`config.mk`:
```
export PLATFORM = sky130hd
export DESIGN_NAME = red_pitaya_sys_master
export DESIGN_NICKNAME = d
export VERILOG_FILES = /design/src/rtl/red_pitaya_sys_master.sv
export SDC_FILE = /design/constraint.sdc
export NUM_CORES = 1
export LEC_CHECK = 0
export CAP_MARGIN = 25
export CORE_AREA = 2 2 109 100
export CTS_CLUSTER_SIZE = 30
export DETAILED_ROUTE_END_ITERATION = 8
export DIE_AREA = 0 0 111 102
export GPL_ROUTABILITY_DRIVEN = 0
export PLACE_DENSITY = 0.89
export SETUP_SLACK_MARGIN = 0.05
export SYNTH_ARGS = -nofsm -noshare
export SYNTH_HDL_FRONTEND = slang
export SYNTH_SLANG_ARGS = --single-unit
```
`constraint.sdc`:
```
create_clock -name clk_i -period 1.6 [get_ports clk_i]
set_clock_uncertainty 0.15 [all_clocks]
set_input_delay 0.24 -clock clk_i [delete_from_list [all_inputs] [get_ports clk_i]]
set_output_delay 0.24 -clock clk_i [all_outputs]
set_load 0.01 [all_outputs]
```
`src/rtl/red_pitaya_sys_master.sv`:
```
// Single-outstanding command-to-system-bus master: strobe, wait for ack/err, return one response.
// Optional WAIT abort counter is built only when SYS_MASTER_TIMEOUT_EN is defined.
module red_pitaya_sys_master #(
  parameter int unsigned TIMEOUT = 255
) (
  input  logic        clk_i,
  input  logic        rst_i,
  input  logic        cmd_valid_i,
  output logic        cmd_ready_o,
  input  logic        cmd_we_i,
  input  logic [31:0] cmd_addr_i,
  input  logic [31:0] cmd_wdata_i,
  input  logic [3:0]  cmd_sel_i,
  output logic        rsp_valid_o,
  input  logic        rsp_ready_i,
  output logic [31:0] rsp_rdata_o,
  output logic        rsp_err_o,
  output logic        rsp_timeout_o,
  output logic [31:0] sys_addr_o,
  output logic [31:0] sys_wdata_o,
  output logic [3:0]  sys_sel_o,
  output logic        sys_wen_o,
  output logic        sys_ren_o,
  input  logic [31:0] sys_rdata_i,
  input  logic        sys_err_i,
  input  logic        sys_ack_i,
  output logic        busy_o
);

  typedef enum logic [1:0] {IDLE, STROBE, WAIT, RESP} state_t;

  state_t      state_q, state_d;
  logic        we_q, we_d;
  logic [31:0] addr_q, addr_d;
  logic [31:0] wdata_q, wdata_d;
  logic [3:0]  sel_q, sel_d;
  logic [31:0] rdata_q, rdata_d;
  logic        err_q, err_d;
  logic        to_q, to_d;
  logic        ready_q, ready_d;
  logic        busy_q, busy_d;
  logic        wen_q, wen_d;
  logic        ren_q, ren_d;
  logic        valid_q, valid_d;

`ifdef SYS_MASTER_TIMEOUT_EN
  localparam logic [15:0] CNT_LAST = 16'(TIMEOUT - 1);
  logic [15:0] cnt_q, cnt_d;
`endif

  always_comb begin
    state_d = state_q;
    we_d    = we_q;
    addr_d  = addr_q;
    wdata_d = wdata_q;
    sel_d   = sel_q;
    rdata_d = rdata_q;
    err_d   = err_q;
    to_d    = to_q;
`ifdef SYS_MASTER_TIMEOUT_EN
    cnt_d   = cnt_q;
`endif
    case (state_q)
      IDLE: begin
        if (cmd_valid_i && ready_q) begin
          we_d    = cmd_we_i;
          addr_d  = cmd_addr_i;
          wdata_d = cmd_wdata_i;
          sel_d   = cmd_sel_i;
          state_d = STROBE;
        end
      end
      STROBE: begin
        state_d = WAIT;
`ifdef SYS_MASTER_TIMEOUT_EN
        cnt_d   = 16'd0;
`endif
      end
      WAIT: begin
        // A responder answer on the last counted cycle still wins over the abort.
        if (sys_ack_i || sys_err_i) begin
          state_d = RESP;
          err_d   = sys_err_i;
          to_d    = 1'b0;
          rdata_d = (!we_q && sys_ack_i && !sys_err_i) ? sys_rdata_i : 32'd0;
        end
`ifdef SYS_MASTER_TIMEOUT_EN
        else if (cnt_q == CNT_LAST) begin
          state_d = RESP;
          err_d   = 1'b0;
          to_d    = 1'b1;
          rdata_d = 32'd0;
        end else begin
          cnt_d = cnt_q + 16'd1;
        end
`endif
      end
      RESP: begin
        if (rsp_ready_i) state_d = IDLE;
      end
      default: state_d = IDLE;
    endcase

    ready_d = (state_d == IDLE);
    busy_d  = (state_d != IDLE);
    wen_d   = (state_d == STROBE) && we_d;
    ren_d   = (state_d == STROBE) && !we_d;
    valid_d = (state_d == RESP);
  end

  always_ff @(posedge clk_i) begin
    if (rst_i) begin
      state_q <= IDLE;
      we_q    <= 1'b0;
      addr_q  <= 32'd0;
      wdata_q <= 32'd0;
      sel_q   <= 4'd0;
      rdata_q <= 32'd0;
      err_q   <= 1'b0;
      to_q    <= 1'b0;
      ready_q <= 1'b0;
      busy_q  <= 1'b0;
      wen_q   <= 1'b0;
      ren_q   <= 1'b0;
      valid_q <= 1'b0;
`ifdef SYS_MASTER_TIMEOUT_EN
      cnt_q   <= 16'd0;
`endif
    end else begin
      state_q <= state_d;
      we_q    <= we_d;
      addr_q  <= addr_d;
      wdata_q <= wdata_d;
      sel_q   <= sel_d;
      rdata_q <= rdata_d;
      err_q   <= err_d;
      to_q    <= to_d;
      ready_q <= ready_d;
      busy_q  <= busy_d;
      wen_q   <= wen_d;
      ren_q   <= ren_d;
      valid_q <= valid_d;
`ifdef SYS_MASTER_TIMEOUT_EN
      cnt_q   <= cnt_d;
`endif
    end
  end

  assign cmd_ready_o   = ready_q;
  assign busy_o        = busy_q;
  assign sys_addr_o    = addr_q;
  assign sys_wdata_o   = wdata_q;
  assign sys_sel_o     = sel_q;
  assign sys_wen_o     = wen_q;
  assign sys_ren_o     = ren_q;
  assign rsp_valid_o   = valid_q;
  assign rsp_rdata_o   = rdata_q;
  assign rsp_err_o     = err_q;
  assign rsp_timeout_o = to_q;

endmodule

```
[Yosys cells after proc, flatten, opt, wreduce, memory -nomap -nowiden]
Index checks and enable logic that the tools add are counted.
Word-level totals
  register bits after elaboration: 109
  input port bits: 107
  output and inout port bits: 107
  word-level logic and storage cells: 38
Cells by class
  equality and inequality tests: 5
  muxes and demuxes: 7
  reduce and logical (&&, ||, !) cells: 14
Operators with widths (count)
  $mux W32: 1
  $pmux W2 S4: 1
  $eq A2 B2 Y1 const B: 3
  $mux W2: 3
  $logic_and A1 B1 Y1: 5
  $eq A2 B1 Y1 const B: 2
  $logic_not A2 Y1: 2
  $reduce_and A2 Y1: 2
  $logic_not A1 Y1: 3
  $mux W1: 2
  $reduce_bool A2 Y1: 1
  $logic_or A1 B1 Y1: 1

[Longest topological paths before layout]
  depth after elaboration: 5
  gate-level depth with buffers: 7

[Worst setup path before layout]
No wires, ideal clock.
  path kind: register -> register
  start point: register state_q[1]
  end point: register addr_q[0] (netlist: sys_addr_o[0])
  setup time: 132 ps
  data arrival time: 1137 ps
  data required time: 1318 ps
  setup slack: 181 ps
  stages on the path, launching flop included: 8
  cells stage by stage: dfxtp_1 -> buf_2 -> and4bb_1 -> buf_2 -> buf_6 -> buf_6 -> nand2_1 -> a21oi_1
On the way
  cells in the longest elaborated chain, start to end: 2
Ends and longest elaborated chain
  start, declared: line 32  | state_t state_q, state_d;
  start signal, assigned: line 130  | state_q <= state_d;
  $logic_not A2 Y1: line 63  | case (state_q)
  $reduce_and A2 Y1 (no line)
  end signal, assigned: line 132  | addr_q <= addr_d;
  end, declared: line 34  | logic [31:0] addr_q, addr_d;
No other way between the ends.
A chain may end at the register's enable or synchronous reset.

[Worst setup path after layout]
  start point: register state_q[1]
  end point: register wdata_q[6] (netlist: sys_wdata_o[6])
On the way
  cells in the longest elaborated chain, start to end: 2
Ends and longest elaborated chain
  $logic_not A2 Y1: line 63
  $reduce_and A2 Y1 (no line)
  end signal, assigned: line 133  | wdata_q <= wdata_d;
  end, declared: line 35  | logic [31:0] wdata_q, wdata_d;
No other way between the ends.

==> summary.md <==
| Metric | Value |
|---|---|
| Peak supply drop | `0.000673 V` |
| 1st-pass router iterations | `4` |
| Total Neg Setup Slack | `0 ns` |
| Worst EP arrival | `1.58 ns` |
| Nature of the critical path endpoint | `register` |
| Mapped cell area | `3900 sq um` |
| Post-CTS Setup Inserts | `0` |
| Design Area, Final | `6350 sq um` |
| Via Count | `4057` |
| # port buffers | `212` |
| HP Class | `in2reg` |
| Critical path class | `reg2reg` |
| Die area | `11300 sq um` |
| Final setup viols | `0` |
| Placed cells | `about 800` |
| Synth warnings | `0` |
| Fin crit period | `1.48 ns` |
| Top cell type's share of synthesized area | `56.0%` |
| Total CTS buffers | `9` |
| Tot GR Track Use | `20.1%` |
| Most frequent cells in the layout | `nand2_1 (140), dfxtp_1 (108), dlygate4sd2_1 (106)` |
| Sequential share of the synthesized area | `56.0%` |
| GR Overflow Total | `0` |
| Drt wl/cell | `14.5 um` |
| Final cell count without fillers | `a little over 800` |
| RSZ-0062 raised after global routing | `no` |
| Post-synth top area cell | `dfxtp_1` |
| Iteration-0 DRC Markers | `279` |
| # fillers | `864` |
| # IOs | `214` |
| Initial Util | `38.5%` |
| Syn Area/Cell | `approximately 8 sq um` |
| Setup crit start kind | `register` |
| CORE AREA | `10100 sq um` |
| Root Driver | `clkbuf_16` |
| Max_cap viols | `0` |
| Worst Path Required | `1.70 ns` |
| WL final | `between 10 and 15 mm` |
| Post-route ant nets | `0` |
| Die Span Y | `102 um` |
| Dominant cells by area after synthesis | `dfxtp_1 (56%), nand2_1 (13%), a21oi_1 (13%), nand3_1 (4.4%), o21ai_0 (4.4%)` |
| HPWL after detailed placement | `8.67 mm` |
| Fin util | `62.8%` |
| Flop and latch count out of synthesis | `109` |
| Commonest non-fill, non-tap cell in the layout | `nand2_1` |
| Area added between synthesis and finish | `62.9%` |
| PwrDens | `968 nW/um^2` |
| Clock latency on the worst-skew pair | `0.33 ns` |
| Crit path max fanout | `44` |
| Status | `completed` |
| Post-Syn Instances | `just under 500` |
| CTS tree | `built` |
| Die Wd | `about 110 um` |
| Leak Pwr | `2.71 nW` |
| Clk pin slew, worst setup/hold paths | `roughly 0.07 ns` |
| Switching power total | `~0.0016 W` |
| Nets@finish | `786` |
| Number of library cell types mapped by synthesis | `23` |
| Largest net degree at the start of global routing | `49` |
| Switch share | `26.1%` |
| H-Tree Depth | `3` |
| CTS max path bufs | `2` |
| Initial antenna violation count | `0` |
| Drt drc | `0` |
| Gate power share | `17.9%` |
| Vias in the first global route | `3937` |
| Final hold vios | `0` |
| Mapped Nets | `around 590` |
| Flop pwr share | `47.9%` |
| Cell Rows | `35` |
| Pint | `about 0.0045 W` |
| Clock power share | `around a third` |
| Final worst path period share | `92.5%` |
| Fmax | `676 MHz` |
| Placed instance area | `between 6000 and 7000 sq um` |
| Wire length of the first global-routing pass | `18.8 mm` |
| Pins over their slew limit | `0` |
| CTS sink cnt | `109` |
| Total power | `0.00615 W` |
| Routed vias/inst | `4.99` |
| Layout cells sized above 1 | `5.56%` |
| Number of inserted diodes | `0` |
==> state kept, by name, summed over array words and instances, names as in the netlist <==
name	cells
sys_sel_o	4
sys_ren_o	1
we_q	1
rsp_valid_o	1
busy_o	1
cmd_ready_o	1
sys_wdata_o	32
sys_wen_o	1
rsp_err_o	1
state_q	2
sys_addr_o	32
rsp_rdata_o	32
==> kinds of logic (layout without fill, tap and decap cells) <==
kind of cell	after synthesis	after routing	synth area share (%)
and+or+nand+nor	187	187	20.3
AOI/OAI and AO/OA	141	141	18.3
DFF	109	109	56.0
buffers and inverters	44	246	5.30
other	1	1	0.0962
==> critical path, cell delays in order (launching register included) <==
cell and delay [ns]:
dfxtp_1 0.35, and4bb_4 0.39, buf_12 0.21, nand2_1 0.09
a21oi_1 0.18
==> what timing repair did <==
action,in CTS,in global routing
setup endpoints to repair,106,18
gates resized for setup,106,2
hold buffers,0,0
hold endpoints to repair,0,0
pin swaps,0,0
==> synth_stat cells <==
cell type,instances
nand2b_1,2
nand2_1,140
a211oi_1,2
a21oi_1,104
and4b_1,1
nor2b_1,1
nand3_1,34
inv_1,1
nor2_1,3
nand4_1,1
buf_4,1
o21a_1,1
dfxtp_1,109
or3_1,1
o21ai_0,34
conb_1,1
nor3b_2,1
buf_2,18
buf_6,2
nand4b_1,1
nand4bb_1,1
clkbuf_1,22
and4bb_1,1
==> routing by layer <==
metal / wire (um) / global-route usage (%) / up-vias
li1: - / - / 1998
met1: 4650 / 22.7 / 1867
met2: 5870 / 36.2 / 170
met3: 976 / 6.76 / 22
met4: 288 / 7.21 / 0
met5: 0 / 0 / -
==> final timing paths <==
path / slack [ns] / depth (start not counted) / start / end
hold / removal: 0.15 / 2 / rst_i / state_q[1]
setup / recovery: 0.12 / 4 / state_q[1] / sys_wdata_o[6]
setup reg to reg: 0.12 / 4 / state_q[1] / sys_wdata_o[6]
hold reg to reg: 0.30 / 2 / sys_addr_o[6] / sys_addr_o[6]
==> area by class of cell <==
cell class | instances | area (sq um) | share of cell area, %
sequential | 109 | 2180 | 34.4
tap | 129 | 161 | 2.54
multi-input combinational | 329 | 1540 | 24.2
inverter | 1 | 3.75 | 0.0591
timing repair buffer | 229 | 2180 | 34.3
clock inverter | 5 | 42.5 | 0.670
clock buffer | 11 | 243 | 3.82
==> through the flow <==
stage | hold slack [ns] | setup slack [ns]
after detailed placement | 0.298 | -0.154
after global placement | 0.291 | -0.0856
after CTS | 0.134 | 0.0928
final | 0.148 | 0.120
after global routing | 0.150 | 0.0479
after floorplan | 0.226 | 0.181
==> power by group through the flow <==
| stage | clock, W | combinational, W | sequential [W] |
|---|---|---|---|
| after floorplan | 0 | 0.000425 | 0.00307 |
| after global placement | 0 | 0.00117 | 0.00300 |
| after detailed placement | 0 | 0.00120 | 0.00302 |
| after CTS | 0.00216 | 0.00110 | 0.00295 |
| after global routing | 0.00226 | 0.00120 | 0.00297 |
| final | 0.00210 | 0.00110 | 0.00295 |
Note: power is estimated with default switching activity, not from simulation.
